==> config.mk <==
export PLATFORM = sky130hd
export DESIGN_NAME = result_sram_drain
export DESIGN_NICKNAME = d
export VERILOG_FILES = /design/src/rtl/result_sram_drain.sv
export SDC_FILE = /design/constraint.sdc
export NUM_CORES = 1
export LEC_CHECK = 0
export BUFFER_PORTS_ARGS = -buffer_cell sky130_fd_sc_hd__buf_2
export CAP_MARGIN = 5
export CORE_ASPECT_RATIO = 0.75
export CORE_MARGIN = 1
export CORE_UTILIZATION = 68
export DETAILED_ROUTE_END_ITERATION = 12
export PLACE_DENSITY = 0.88
export SYNTH_ARGS = -nofsm -noshare
export SYNTH_HDL_FRONTEND = slang
export SYNTH_SLANG_ARGS = --single-unit
==> constraint.sdc <==
create_clock -name clk -period 13.9 [get_ports clk]
set_input_delay 2.78 -clock clk [delete_from_list [all_inputs] [get_ports clk]]
set_output_delay 2.78 -clock clk [all_outputs]
set_load 0.02 [all_outputs]
==> src/rtl/result_sram_drain.sv <==
// Streams an m x p FP32 result matrix out of the result SRAM, row-major, over valid/ready.
// Optional macro RESULT_DRAIN_NONFINITE_EN adds per-beat Inf/NaN flagging and a per-drain count.
module result_sram_drain #(
  parameter int          ADDR_W    = 12,
  parameter int unsigned BASE_ADDR = 0,
  parameter int          DIM_W     = 16
) (
  input  logic              clk,
  input  logic              reset_n,
  input  logic              start,
  input  logic [DIM_W-1:0]  m_dim,
  input  logic [DIM_W-1:0]  p_dim,
  output logic              busy,
  output logic              done,
  output logic [ADDR_W-1:0] sram_read_address,
  input  logic [31:0]       sram_read_data,
  output logic              out_valid,
  input  logic              out_ready,
  output logic [31:0]       out_data,
  output logic [DIM_W-1:0]  out_row,
  output logic [DIM_W-1:0]  out_col,
  output logic              out_last
`ifdef RESULT_DRAIN_NONFINITE_EN
  ,
  output logic              out_nonfinite,
  output logic [DIM_W-1:0]  nonfinite_cnt
`endif
);

  localparam int                TW        = 2 * DIM_W;
  localparam logic [ADDR_W-1:0] ADDR_BASE = ADDR_W'(BASE_ADDR);

  typedef enum logic [1:0] {S_IDLE, S_RUN, S_FLUSH, S_DONE} state_e;

  typedef struct packed {
    logic [DIM_W-1:0] row;
    logic [DIM_W-1:0] col;
    logic             last;
  } tag_t;

  typedef struct packed {
    logic [31:0] data;
    tag_t        tag;
  } beat_t;

  state_e            state_q, state_d;
  logic [DIM_W-1:0]  m_q, m_d, p_q, p_d;
  logic [DIM_W-1:0]  row_q, row_d, col_q, col_d;
  logic [TW-1:0]     total_q, total_d, idx_q, idx_d;
  logic [ADDR_W-1:0] addr_q, addr_d;
  logic              inflight_q, inflight_d;
  tag_t              infl_tag_q, infl_tag_d;
  beat_t             head_q, head_d, tail_q, tail_d;
  logic [1:0]        count_q, count_d;

  logic              idle, start_acc, issue, push, pop, credit_ok;
  logic [2:0]        load;
  logic [TW-1:0]     total_in, iss_idx;
  logic [DIM_W-1:0]  iss_row, iss_col, iss_m_last, iss_p_last;
  tag_t              iss_tag;
  beat_t             push_beat;

  assign idle      = (state_q == S_IDLE);
  assign start_acc = idle && start;
  assign total_in  = TW'(m_dim) * TW'(p_dim);

  // The head entry of the FIFO drives the output port directly.
  assign pop  = (count_q != 2'd0) && out_ready;
  assign push = inflight_q;

  // A new read may go out only if it still fits once everything in flight lands.
  assign load      = {1'b0, count_q} + {2'b00, inflight_q};
  assign credit_ok = load < (3'd2 + {2'b00, pop});

  // The start edge itself issues element (0,0): the address already sits at the base in IDLE.
  assign iss_row    = idle ? '0 : row_q;
  assign iss_col    = idle ? '0 : col_q;
  assign iss_idx    = idle ? '0 : idx_q;
  assign iss_m_last = (idle ? m_dim : m_q) - DIM_W'(1);
  assign iss_p_last = (idle ? p_dim : p_q) - DIM_W'(1);

  assign issue = (start_acc && (total_in != '0)) ||
                 ((state_q == S_RUN) && (idx_q < total_q) && credit_ok);

  always_comb begin
    iss_tag.row  = iss_row;
    iss_tag.col  = iss_col;
    iss_tag.last = (iss_row == iss_m_last) && (iss_col == iss_p_last);
  end

  always_comb begin
    push_beat.data = sram_read_data;
    push_beat.tag  = infl_tag_q;
  end

  always_comb begin
    // NOTE: every signal driven here gets a default first, so no path can infer a latch.
    state_d    = state_q;
    m_d        = m_q;
    p_d        = p_q;
    total_d    = total_q;
    idx_d      = idx_q;
    row_d      = row_q;
    col_d      = col_q;
    addr_d     = addr_q;
    inflight_d = issue;
    infl_tag_d = infl_tag_q;
    head_d     = head_q;
    tail_d     = tail_q;
    count_d    = count_q;

    if (start_acc) begin
      m_d     = m_dim;
      p_d     = p_dim;
      total_d = total_in;
    end

    if (issue) begin
      idx_d      = iss_idx + TW'(1);
      addr_d     = addr_q + ADDR_W'(1);
      infl_tag_d = iss_tag;
      if (iss_col == iss_p_last) begin
        col_d = '0;
        row_d = iss_row + DIM_W'(1);
      end else begin
        col_d = iss_col + DIM_W'(1);
        row_d = iss_row;
      end
    end else if (start_acc) begin
      idx_d = '0;
      row_d = '0;
      col_d = '0;
    end

    case ({push, pop})
      2'b10: begin
        if (count_q == 2'd0) head_d = push_beat;
        else                 tail_d = push_beat;
        count_d = count_q + 2'd1;
      end
      2'b01: begin
        if (count_q == 2'd2) head_d = tail_q;
        count_d = count_q - 2'd1;
      end
      2'b11: begin
        if (count_q == 2'd2) begin
          head_d = tail_q;
          tail_d = push_beat;
        end else begin
          head_d = push_beat;
        end
      end
      default: ;
    endcase

    case (state_q)
      S_IDLE:  if (start) state_d = S_RUN;
      S_RUN: begin
        if (total_q == '0)         state_d = S_DONE;
        else if (idx_q == total_q) state_d = S_FLUSH;
      end
      S_FLUSH: begin
        if (!inflight_q && ((count_q == 2'd0) || ((count_q == 2'd1) && pop)))
          state_d = S_DONE;
      end
      S_DONE: begin
        state_d = S_IDLE;
        addr_d  = ADDR_BASE;
      end
      default: state_d = S_IDLE;
    endcase
  end

  // NOTE: the two FIFO entries are reset with the control state; out_data must read 0 after reset.
  always_ff @(posedge clk or negedge reset_n) begin
    if (!reset_n) begin
      state_q    <= S_IDLE;
      m_q        <= '0;
      p_q        <= '0;
      total_q    <= '0;
      idx_q      <= '0;
      row_q      <= '0;
      col_q      <= '0;
      addr_q     <= ADDR_BASE;
      inflight_q <= 1'b0;
      infl_tag_q <= '0;
      head_q     <= '0;
      tail_q     <= '0;
      count_q    <= 2'd0;
    end else begin
      // NOTE: non-blocking assignments so every register sees pre-edge values of the others.
      state_q    <= state_d;
      m_q        <= m_d;
      p_q        <= p_d;
      total_q    <= total_d;
      idx_q      <= idx_d;
      row_q      <= row_d;
      col_q      <= col_d;
      addr_q     <= addr_d;
      inflight_q <= inflight_d;
      infl_tag_q <= infl_tag_d;
      head_q     <= head_d;
      tail_q     <= tail_d;
      count_q    <= count_d;
    end
  end

  assign busy              = (state_q == S_RUN) || (state_q == S_FLUSH);
  assign done              = (state_q == S_DONE);
  assign sram_read_address = addr_q;
  assign out_valid         = (count_q != 2'd0);
  assign out_data          = head_q.data;
  assign out_row           = head_q.tag.row;
  assign out_col           = head_q.tag.col;
  assign out_last          = head_q.tag.last;

`ifdef RESULT_DRAIN_NONFINITE_EN
  logic [DIM_W-1:0] nf_cnt_q, nf_cnt_d;

  assign out_nonfinite = out_valid && (head_q.data[30:23] == 8'hFF);
  assign nonfinite_cnt = nf_cnt_q;

  // Counts handshaken Inf/NaN beats, saturating; holds after done until the next start.
  always_comb begin
    nf_cnt_d = nf_cnt_q;
    if (start_acc)
      nf_cnt_d = '0;
    else if (pop && out_nonfinite && (nf_cnt_q != '1))
      nf_cnt_d = nf_cnt_q + DIM_W'(1);
  end

  always_ff @(posedge clk or negedge reset_n) begin
    if (!reset_n) nf_cnt_q <= '0;
    else          nf_cnt_q <= nf_cnt_d;
  end
`endif

endmodule
Yosys cells after proc, flatten, opt, wreduce, memory -nomap -nowiden
Index checks and enable logic that the tools add are counted.

Register bits: 308. Bits of input ports: 68.

Add/sub/neg operators: 10. $mul: 1. Order comparisons: 2. Equality and inequality tests: 18. Multiplexer cells: 27. Reduce and logical (&&, ||, !) cells: 25.

Operators by type and width (count): 2-to-1 mux 65 bit (5); one-hot mux 65 bit (3 select lines) (1); 2-to-1 mux 16 bit (9); one-hot mux 65 bit (2 select lines) (1); 2-to-1 mux 32 bit (3); adder 16 x 1 -> 16 bit, second input constant (2); adder 32 x 1 -> 32 bit, second input constant (1); equality test 16 bit (2); equality test 32 bit (1); logical NOT 32 bit (1); less-than comparator 32 bit (1); multiplier 16 x 16 -> 32 bit (1); nonzero test 32 bit (1); subtractor 16 x 1 -> 16 bit, second input constant (2); 2-to-1 mux 12 bit (2); adder 12 x 1 -> 12 bit, second input constant (1); inequality test 2 bit, second input constant (6); equality test 2 bit, second input constant (5); nonzero test 2 bit (5); AND reduction 3 bit (3); logical AND 1 bit (8); 2-to-1 mux 2 bit (4); one-hot mux 2 bit (4 select lines) (1); equality test 2 x 1 -> 1 bit, second input constant (3); 11 further kinds (14).

Longest topological paths before layout
Gate-level depths: netlist of run 1.

Depth after elaboration: 8. Depth in mapped cells: 30. Mapped depth without buffers: 25.

Worst setup path after synthesis of run 1
Ideal clock, no wire load.

Path kind: input to register. Start: in m_dim[11]. End: reg row_q[1]. Setup time: 124 ps. Data arrival time: 9487 ps. Required time: 13776 ps. Path slack: 4289 ps. Cell stages on the path: 27. Cell sequence: clkbuf_1 clkbuf_1 nand2_1 fa_1 fa_1 fa_1 inv_1 fa_1 fa_1 inv_1 fa_1 inv_1 ha_1 buf_2 and3_1 a221oi_1 o221ai_1 or3_1 a211oi_2 o2111ai_1 nor4b_2 a41o_2 inv_2 buf_4 buf_6 a32oi_1 nand2_1.

Cells in the longest elaborated chain, start to end: 5.

RTL lines: from (decl) (RTL line 11) `input logic [DIM_W-1:0] m_dim,`; multiplier 16 x 16 -> 32 bit (*) (RTL line 65) `assign total_in = TW'(m_dim) * TW'(p_dim);`; nonzero test 32 bit (*) (RTL line 82) `assign issue = (start_acc && (total_in != '0)) ||`; logical AND 1 bit (*) (RTL line 82); logical OR 1 bit (*) (RTL line 82); 2-to-1 mux 16 bit or nonzero test 2 bit (tied branches); to (signal assigned) (RTL line 197) `row_q <= row_d;`; to (decl) (RTL line 48) `logic [DIM_W-1:0] row_q, row_d, col_q, col_d;`.

Mark *: on every way between the ends. The rest lies on a longest branch, timed or not. A chain may end at the register's enable or synchronous reset.

Final worst setup path of run 1
Start: in p_dim[12]. End: reg col_q[11].

Cells in the longest elaborated chain, start to end: 5.

RTL lines: from (decl) (RTL line 12) `input logic [DIM_W-1:0] p_dim,`; multiplier 16 x 16 -> 32 bit or 2-to-1 mux 16 bit (tied branches) (RTL line 65, 80); nonzero test 32 bit or subtractor 16 x 1 -> 16 bit (tied branches) (RTL line 82, 80); logical AND 1 bit or equality test 16 bit (tied branches) (RTL line 82, 122); logical OR 1 bit or 2-to-1 mux 16 bit (tied branches) (RTL line 82, 122); 2-to-1 mux 16 bit or nonzero test 2 bit (tied branches); to (signal assigned) (RTL line 198) `col_q <= col_d;`; to (decl) (RTL line 48).

Parallel ways exist; a longest one is shown, timed or not.

==> metrics.md, run 1 <==
| Metric | Value |
|---|---|
| Vias post-DR | 20750 |
| Reg clk slew, reported paths | 70 ps |
| Synth top area share | 0.3088 |
| CP startpoint | p_dim[12] |
| CP Capture Point | col_q[11]$_DFFE_PN0P_ |
| Share of layout cells above drive strength 1 | 0.1325 |
| Area grow syn2layout | 7.644% |
| Cell taking the most area after synthesis | dfrtp_1 |
| Gp weighted congestion | 0.9594 |
| Post-cts resize count | 0 |
| Required @ worst endpoint | about 14000 ps |
| Largest net degree at the start of global routing | ~110 |
| Die X | 223.2 µm |
| Post-DRT Antenna Nets | 0 |
| Status | finished clean |
| R2R setup slack | 8650 ps |
| Crit. End Element | flop |
| Vias in the first global route | 21120 |
| Setup Skew | 24.50 ps |
| Synth warnings | 0 |
| CTS hold repair buffers | 0 |
| Ys async rst share | 1.000 |
| Fin crit share | 0.7791 |
| Area contributors post-synth | dfrtp_1 (31%), fa_1 (16%), ha_1 (7.8%), nand2_1 (5.6%), mux2_2 (5.3%) |
| Critical Path Fanout Max | 70 |
| Syn nets | 3141 |
| Design area | 0.02687 mm² |
| Post-place instance area | 0.02577 mm² |
| Number of synthesized flops with an enable pin | 0 |
| Wirelength per Cell | approximately 21 µm |
| Congestion Overflow GR | 0 |
| Most frequent cell after synthesis | nand2_1 |
| Fin. max-slew vios | 0 |
| Seq cells post-synth | a little over 300 |
| WP data arrival | 11260 ps |
| Worst-Margin Slew | 1099 ps |
| IO Count | ~150 |
| RSZ-0062 raised after global routing | false |
| Tot GR Track Use | 0.3660 |
| Number of port buffers | 147 |
| F_max | 0.09235 GHz |
| Die ar. | ~0.037 mm² |
| Post-synthesis cell type count | 79 |
| H-tree depth | 1 |
| Drt via density | 6.409 |
| Worst Setup Path Type | in -> reg |
| Root buf cell | clkbuf_16 |
| Hpwl dp | 47330 µm |
| Syn_area_per_cell | 9.164 µm² |
| CP Launch Type | input pin |
| Post-CTS setup buffer count | 0 |
| Endpoints failing setup | 0 |
| Synth cell count leaders | nand2_1 (375), dfrtp_1 (308), inv_1 (292) |
| Worst-case reg-to-reg path depth | 14 |
| Post-Syn Area | 0.02496 mm² |
| Synthesized instance count | around 2700 |
| NumNets Final | ~3200 |
| Slew margin rel. | 0.2670 |
| Hold Slack | 506.5 ps |
| Sequential share of the synthesized area | 0.3088 |
| Drt total wl | ~67000 µm |
| Remaining DRCs | 0 |
| Setup TNS | 0 ps |
| RR Endpoint | col_q[11]$_DFFE_PN0P_ |
| Reg2reg start | total_q[30]$_DFFE_PN0P_ |
| Top FF cell, synth | dfrtp_1 |
| Total CTS buffers | 31 |
| Clk Latency, worst-skew pair | approximately 600 ps |
| CTS tree | done |
| Initial antenna violation count | 6 |
| Final Hold Fails | 0 |
| Die height | roughly 170 µm |
| Final min period | 10830 ps |
| 1st-iter DRT viols | between 2000 and 2500 |
| Initial Util | 0.6927 |
| Hold/Removal Path Class | reg -> reg |
| Site row count | 60 |
| Clk sinks | 308 |
| Longest Clk Path Bufs | 3 |
| CORE AREA | roughly 0.036 mm² |
| First-pass GRT wire length | between 100000 and 150000 µm |
| DR pass1 iterations | 6 |
| Max Cap Violations | 0 |
==> critical path: stages <==
cell and delay, ps:
buf_2 420, nand2_1 170, fa_1 580, inv_1 50, fa_1 490, fa_1 540, fa_1 530, fa_1 550
inv_1 50, fa_1 520, inv_1 40, ha_1 410, a21oi_1 230, o21a_1 180, o221ai_1 250, or4b_1 530
nand3_1 140, o21ai_0 100, nor4_1 560, a41o_2 280, buf_4 510, inv_2 580, nand2_1 470, o311ai_0 200
==> final cells by class <==
class	count	area [µm²]
diodes	4	10.01
clock buffers	42	897.1
clock inverters	15	192.7
fillers	2447	9165
inverters	293	1100
multi-input cells	1948	15510
flip-flops and latches	308	7707
well taps	465	581.8
repair buffers	163	865.8
==> cell families after synthesis <==
family,after synthesis,synth area share
multiplexers,139,0.06165
flip-flops,308,0.3088
buffers and inverters,468,0.07293
XOR/XNOR,73,0.02561
AND/OR/NAND/NOR,903,0.1755
AO/OA/AOI/OAI,484,0.1222
adder cells (fa/ha/maj),349,0.2333
==> through the flow <==
step                      setup WS (ps)    util  instances
final                              3071  0.7457       3238
after global routing               2547  0.7457       3238
after CTS                          3140  0.7454       3234
after detailed placement           2538  0.7151       3177
after global placement             2780  0.7151       3177
after floorplan                    4289       -       2724
==> placed cells by master (no fill, tap or decap), types with 18 or more instances in the layout <==
cell type / count
nand2_1: 374
nor4_1: 19
and2_1: 123
a31oi_1: 36
mux2_2: 118
inv_1: 292
mux2i_1: 20
nor2b_1: 24
clkbuf_16: 31
nor2_1: 130
a21oi_1: 156
xor2_1: 23
fa_1: 194
or3_1: 18
o21ai_0: 94
and3_1: 21
dfrtp_1: 308
nand4_1: 40
nor3_1: 36
ha_1: 154
nand3_1: 55
a22oi_1: 67
xnor2_1: 50
buf_2: 146
==> worst min-delay path by stage <==
stage | from | end | slack [ps] | cells past startpoint
global route | tail_q[19]$_DFFE_PN0P_ | tail_q[19]$_DFFE_PN0P_ | 520 | 1
finish | total_q[5]$_DFFE_PN0P_ | total_q[5]$_DFFE_PN0P_ | 510 | 2
floorplan | row_q[14]$_DFFE_PN0P_ | row_q[14]$_DFFE_PN0P_ | 440 | 1
detailed placement | infl_tag_q[6]$_DFFE_PN0P_ | infl_tag_q[6]$_DFFE_PN0P_ | 490 | 2
CTS | tail_q[23]$_DFFE_PN0P_ | tail_q[23]$_DFFE_PN0P_ | 510 | 1
global placement | row_q[14]$_DFFE_PN0P_ | row_q[14]$_DFFE_PN0P_ | 460 | 1
==> metal layers <==
layer | up-vias | GRT usage | wire (µm)
met4 | 2 | 0.1115 | 1722
met5 | - | 0 | 7
met2 | 1098 | 0.5774 | 30930
met3 | 166 | 0.08080 | 6675
li1 | 9191 | - | -
met1 | 10290 | 0.5092 | 27950
==> registers in the layout (all words and copies together), names as in the netlist, 2 cells and up <==
name               flops
col_q                 16
count_q                2
idx_q                 32
infl_tag_q            33
m_q                   16
out_col               16
out_data              32
out_row               16
p_q                   16
row_q                 16
sram_read_address     12
state_q                2
tail_q                65
total_q               32
Power of run 1 is not shown: default switching activity piles up to over one toggle a cycle in this logic, so the estimate is an artifact.
==> run 2, diff against run 1 <==
--- a/config.mk
+++ b/config.mk
@@ -9,9 +9,9 @@
 export CAP_MARGIN = 5
 export CORE_ASPECT_RATIO = 0.75
 export CORE_MARGIN = 1
-export CORE_UTILIZATION = 68
+export CORE_UTILIZATION = 63
 export DETAILED_ROUTE_END_ITERATION = 12
-export PLACE_DENSITY = 0.88
+export PLACE_DENSITY = 0.82
 export SYNTH_ARGS = -nofsm -noshare
 export SYNTH_HDL_FRONTEND = slang
 export SYNTH_SLANG_ARGS = --single-unit
==> constraint.sdc (replaced) <==
create_clock -name clk -period 11.3 [get_ports clk]
set_input_delay 2.26 -clock clk [delete_from_list [all_inputs] [get_ports clk]]
set_output_delay 2.26 -clock clk [all_outputs]
set_load 0.02 [all_outputs]
==> run 2 against run 1 <==
Against the previous run:
- global-route usage down 4.1 points
- first-iteration DRC count down 18%
- via count down 2.3%
- sequential cell count unchanged
- count of clock-buffer cells in the layout down 1
- register-to-register slack worse by 1800 ps
- setup slack worse by 1400 ps
- die area up 7.9%
- critical endpoint is now col_q[6]$_DFFE_PN0P_
- highest routed layer unchanged
==> metrics.md, run 2 (synthesis results as in run 1) <==
| Metric | Value |
|---|---|
| Root buf cell | clkbuf_16 |
| Fin crit share | 0.8531 |
| Vias in the first global route | 20090 (-4.9%) |
| Site row count | 62 (+3.3%) |
| Max Cap Violations | 0 (unchanged) |
| Initial Util | 0.6461 (-0.04658) |
| Share of layout cells above drive strength 1 | 0.1319 (-0.0006270) |
| Worst Setup Path Type | in -> reg |
| Met2 usage | 0.4968 (-0.08068) |
| CORE AREA | 0.03863 mm² (+7.2%) |
| IO Count | 148 (unchanged) |
| Remaining DRCs | 0 (unchanged) |
| Final Hold Fails | 0 (unchanged) |
| CTS hold repair buffers | 0 (unchanged) |
| Reg2reg start | idx_q[30]$_DFFE_PN0P_ |
| RSZ-0062 raised after global routing | false |
| Post-cts resize count | 0 (unchanged) |
| Met3 usage | 0.06365 (-0.01715) |
| Max reg flops | 65 (unchanged) |
| Hold/Removal Path Class | reg -> reg |
| F_max | between 0.1 and 0.15 GHz |
| Biggest register | tail_q |
| Congestion Overflow GR | 0 (unchanged) |
| Setup TNS | 0 ps (unchanged) |
| Largest net degree at the start of global routing | 179 (+69%) |
| Endpoints failing setup | 0 (unchanged) |
| Number of port buffers | 147 (unchanged) |
| 1st-iter DRT viols | 1893 (-18%) |
| CTS tree | done |
| Drt total wl | 64670 µm (-3.9%) |
| RR Endpoint | col_q[10]$_DFFE_PN0P_ |
| Final min period | between 9000 and 10000 ps |
| CP Launch Type | input pin |
| Total CTS buffers | 30 (-3.2%) |
| Fin. max-slew vios | 0 (unchanged) |
| Required @ worst endpoint | 11750 ps (-2580 ps) |
| Die height | 174.4 µm (+3.8%) |
| Largest registers | tail_q: 65 flops, infl_tag_q: 33 flops |
| Clk sinks | 308 (unchanged) |
| Post-DRT Antenna Nets | 0 (unchanged) |
| Clk Latency, worst-skew pair | 610 ps (about the same) |
| First-pass GRT wire length | 105700 µm (-3.7%) |
| Cell depth of the worst hold path | 1 (-1) |
| Area grow syn2layout | 7.820% |
| R2R setup slack | 6810 ps (-1840 ps) |
| Slew margin rel. | 0.3065 (+0.03951) |
| Drt via density | 6.180 (-3.6%) |
| Met1 usage | 0.4787 (-0.03044) |
| Hold Path End | row_q[14]$_DFFE_PN0P_ |
| Reg clk slew, reported paths | 70 ps (about the same) |
| DR pass1 iterations | 6 (unchanged) |
| Hpwl dp | 46940 µm (-0.82%) |
| Setup Skew | 49.12 ps (+24.62 ps) |
| Tot GR Track Use | 0.3250 (-0.04095) |
| Longest Clk Path Bufs | 3 (unchanged) |
| Die X | 231.8 µm (+3.9%) |
| Wirelength per Cell | 19.71 µm (-5.2%) |
| Crit. End Element | flop |
| Gp weighted congestion | 0.9389 (-2.1%) |
| Critical Path Fanout Max | 33 (-53%) |
| Most frequent cells in the layout | nand2_1 (374), dfrtp_1 (308), inv_1 (292) |
| Post-CTS setup buffer count | 0 (unchanged) |
| Status | finished clean |
| Worst-case reg-to-reg path depth | 12 (-2) |
| Finished Core Util | 0.6967 (-0.04900) |
| Vias post-DR | 20280 (-2.3%) |
| H-tree depth | 1 (unchanged) |
| Beginning of the worst hold path | row_q[14]$_DFFE_PN0P_ |
| NumNets Final | 3160 (-0.063%) |
| WP data arrival | 10090 ps (-1170 ps) |
| Worst-Margin Slew | 1040 ps (-59.26 ps) |
| Die ar. | 0.04043 mm² (+7.9%) |
| Initial antenna violation count | 3 (-3) |
| Gr busiest metal | met2 |
| Commonest non-fill, non-tap cell in the layout | nand2_1 |
==> run 2: changes by cell type in the layout (fill, tap and decap cells not counted), sizes merged <==
cell / previous run / this run
clkinv: 6 / 8
clkbuf: 42 / 41
clkinvlp: 0 / 1
buf: 163 / 162
inv: 299 / 295
bufinv: 3 / 4
diode: 4 / 2
==> run 2: how the worst max path moves through the flow <==
stage | cells after the start | endpoint | slack, ps | startpoint
after floorplan | 27 | row_q[1]$_DFFE_PN0P_ | 2210 | m_dim[11]
after global placement | 23 | col_q[13]$_DFFE_PN0P_ | 1420 | m_dim[6]
after detailed placement | 23 | col_q[5]$_DFFE_PN0P_ | 1230 | m_dim[6]
after CTS | 23 | col_q[6]$_DFFE_PN0P_ | 1800 | m_dim[6]
after global routing | 23 | col_q[6]$_DFFE_PN0P_ | 1220 | m_dim[6]
final | 23 | col_q[6]$_DFFE_PN0P_ | 1660 | m_dim[6]
==> run 2: worst max-delay path: stages <==
cell and delay, ps:
buf_2 420, nand2_1 170, fa_1 550, inv_1 50
fa_1 470, fa_1 520, fa_1 520, fa_1 560
inv_1 60, fa_1 530, inv_1 40, ha_1 440
a21oi_1 140, o21ai_0 490, o21ai_0 270, a21oi_1 210
a211oi_1 110, xnor2_1 230, nor4_1 160, a41o_2 320
inv_2 490, nand2_1 530, o311ai_0 480
==> run 2: cell type report <==
cell class | instances | area (µm²)
sequential | 308 | 7707
antenna | 2 | 5.005
clock buffer | 41 | 872.1
timing repair buffer | 162 | 870.8
tap | 512 | 640.6
inverter | 293 | 1100
multi-input combinational | 1948 | 15510
fill | 2877 | 11720
clock inverter | 15 | 202.7
==> run 2: stage by stage <==
step / hold slack, ps / cells / worst slack, ps / cell area (µm²)
floorplan: 442.4 / 2724 / 2209 / 24960
global placement: 459.8 / 3223 / 1424 / 25830
detailed placement: 471.4 / 3223 / 1228 / 25830
CTS: 480.8 / 3279 / 1795 / 26910
global route: 515.7 / 3280 / 1221 / 26910
finish: 479.4 / 3281 / 1660 / 26910
==> run 2: layer usage <==
metal,share of wire,up-vias
li1,-,9201
met1,0.44,10020
met2,0.45,929
met3,0.093,128
met4,0.022,2
met5,0.00015,-
Power of run 2 is left out for the same reason.
==> run 3, diff against run 2 <==
==> constraint.sdc (replaced) <==
create_clock -name clk -period 11.3 [get_ports clk]
set_input_delay 1.695 -clock clk [delete_from_list [all_inputs] [get_ports clk]]
set_output_delay 1.695 -clock clk [all_outputs]
set_load 0.02 [all_outputs]
==> run 3 against run 2 <==
Against the previous run:
- count of clock-buffer cells in the layout up 1
- first-iteration DRC count up 3.9%
- utilization decreased by 0.23 points
- final cell count barely moved
- global-route usage increased by 0.28 points
- largest cell class unchanged
- critical endpoint is now col_q[12]$_DFFE_PN0P_
- worst hold slack gained 9.6 ps
- cell area decreased by 0.33%
- setup slack gained 330 ps
- die area is the same
==> metrics.md, run 3 (synthesis results as in run 1) <==
| Metric | Value |
|---|---|
| RSZ-0062 raised after global routing | false |
| First-pass GRT wire length | 106300 µm (+0.58%) |
| Die ar. | 0.04043 mm² (unchanged) |
| Beginning of the worst hold path | row_q[14]$_DFFE_PN0P_ |
| CORE AREA | 0.03863 mm² (unchanged) |
| IO Count | 148 (unchanged) |
| Number of port buffers | 147 (unchanged) |
| CTS tree | done |
| Initial Util | 0.6461 (unchanged) |
| Tot GR Track Use | 0.3279 (+0.002840) |
| Reg clk slew, reported paths | 60 ps (about the same) |
| Hold/Removal Path Class | reg -> reg |
| Worst-Margin Slew | 1025 ps (-15.32 ps) |
| Final min period | 9308 ps (-331.5 ps) |
| 1st-iter DRT viols | 1967 (+3.9%) |
| Critical Path Fanout Max | 33 (unchanged) |
| Longest Clk Path Bufs | 3 (unchanged) |
| CP most frequent cell | fa_1 |
| Setup Skew | 9.263 ps (-39.86 ps) |
| Fin crit share | 0.8237 (-0.02934) |
| Share of layout cells above drive strength 1 | 0.1309 (-0.001037) |
| Met1 usage | 0.4779 (-0.0008067) |
| WP data arrival | 9730 ps (-360 ps) |
| Total CTS buffers | 30 (unchanged) |
| Largest registers | tail_q: 65 flops, infl_tag_q: 33 flops |
| Area grow syn2layout | 7.469% |
| Post-cts resize count | 0 (unchanged) |
| Post-CTS setup buffer count | 0 (unchanged) |
| Final Hold Fails | 0 (unchanged) |
| F_max | 0.1074 GHz (+3.6%) |
| Gr busiest metal | met2 |
| Critical path, cell by cell | buf_2, nand2_1, fa_1, fa_1, inv_1, fa_1, fa_1, fa_1, inv_1, fa_1, inv_1, ha_1, nand2_1, o21ai_0, o21ai_0, a21oi_1, a211oi_1, xnor2_1, nor4_1, a41o_2, inv_2, nand2_1, o311ai_0 |
| H-tree depth | 1 (unchanged) |
| Root buf cell | clkbuf_16 |
| Hpwl dp | 46700 µm (-0.52%) |
| CTS hold repair buffers | 0 (unchanged) |
| Die height | 174.4 µm (unchanged) |
| Required @ worst endpoint | 11720 ps (-30 ps) |
| CP Launch Type | input pin |
| Gp weighted congestion | 0.9354 (-0.37%) |
| Max Cap Violations | 0 (unchanged) |
| NumNets Final | 3162 (+0.063%) |
| Commonest non-fill, non-tap cell in the layout | nand2_1 |
| Status | finished clean |
| Worst-case reg-to-reg path depth | 10 (-2) |
| Post-DRT Antenna Nets | 0 (unchanged) |
| RR Endpoint | col_q[12]$_DFFE_PN0P_ |
| Cell depth of the worst hold path | 1 (unchanged) |
| Endpoints failing setup | 0 (unchanged) |
| R2R setup slack | 6600 ps (-210 ps) |
| Clk sinks | 308 (unchanged) |
| Drt via density | 6.150 (-0.49%) |
| Worst path max stage delay | 590 ps (+30 ps) |
| Initial antenna violation count | 6 (+3) |
| Site row count | 62 (unchanged) |
| Crit. End Element | flop |
| Biggest register | tail_q |
| Congestion Overflow GR | 0 (unchanged) |
| Most frequent cells in the layout | nand2_1 (374), dfrtp_1 (308), inv_1 (292) |
| Setup TNS | 0 ps (unchanged) |
| Clk Latency, worst-skew pair | 570 ps (-40 ps) |
| Wirelength per Cell | 19.91 µm (+1.0%) |
| Die X | 231.8 µm (unchanged) |
| Remaining DRCs | 0 (unchanged) |
| Fin. max-slew vios | 0 (unchanged) |
| Vias post-DR | 20190 (-0.46%) |
| Slowest cell on the critical path | fa_1 |
| DR pass1 iterations | 6 (unchanged) |
| Reg2reg start | state_q[0]$_DFFE_PN0P_ |
| Met3 usage | 0.06562 (+0.001969) |
| Largest net degree at the start of global routing | 107 (-40%) |
| Met2 usage | 0.5029 (+0.006095) |
| Max reg flops | 65 (unchanged) |
| Hold Slack | 489.0 ps (+9.589 ps) |
| Vias in the first global route | 20410 (+1.6%) |
| Hold Path End | row_q[14]$_DFFE_PN0P_ |
| Worst Setup Path Type | in -> reg |
| Slew margin rel. | 0.3167 (+0.01022) |
| Drt total wl | 65340 µm (+1.0%) |
[run 3: final cells by class]
class / instances / area, µm²
antenna: 4 / 10.01
sequential: 308 / 7707
tap: 512 / 640.6
timing repair buffer: 164 / 873.3
fill: 2918 / 11810
clock buffer: 42 / 877.1
multi-input combinational: 1948 / 15510
clock inverter: 11 / 102.6
inverter: 293 / 1100
[run 3: worst max-delay path, delay by kind of cell]
kind                     cells  cell delay (ps)
AO/OA/AOI/OAI                6             1920
AND/OR/NAND/NOR              4              970
XOR/XNOR                     1              270
adder cells (fa/ha/maj)      7             3620
buffers and inverters        5             1190
[run 3: worst max path at each step]
stage,slack (ps),endpoint,from
4_1_cts,2200,col_q[12]$_DFFE_PN0P_,m_dim[10]
3_5_place_dp,1620,col_q[9]$_DFFE_PN0P_,m_dim[10]
3_3_place_gp,1980,col_q[13]$_DFFE_PN0P_,m_dim[6]
6_report,1990,col_q[12]$_DFFE_PN0P_,m_dim[10]
5_1_grt,1730,col_q[12]$_DFFE_PN0P_,m_dim[10]
2_1_floorplan,2770,row_q[1]$_DFFE_PN0P_,m_dim[11]
[run 3: per-layer routing]
metal / up-vias / wire, µm
li1: 9180 / -
met1: 9899 / 28150
met2: 972 / 29430
met3: 132 / 6217
met4: 2 / 1526
met5: - / 11
[run 3: per-stage QoR]
stage | std cells | cell area, µm² | utilization | setup WS (ps)
floorplan | 2724 | 24960 | - | 2774
global placement | 3225 | 25840 | 0.6688 | 1980
detailed placement | 3225 | 25840 | 0.6688 | 1618
CTS | 3278 | 26820 | 0.6941 | 2201
global route | 3281 | 26820 | 0.6943 | 1727
finish | 3282 | 26830 | 0.6944 | 1992
Power of run 3 is left out for the same reason.
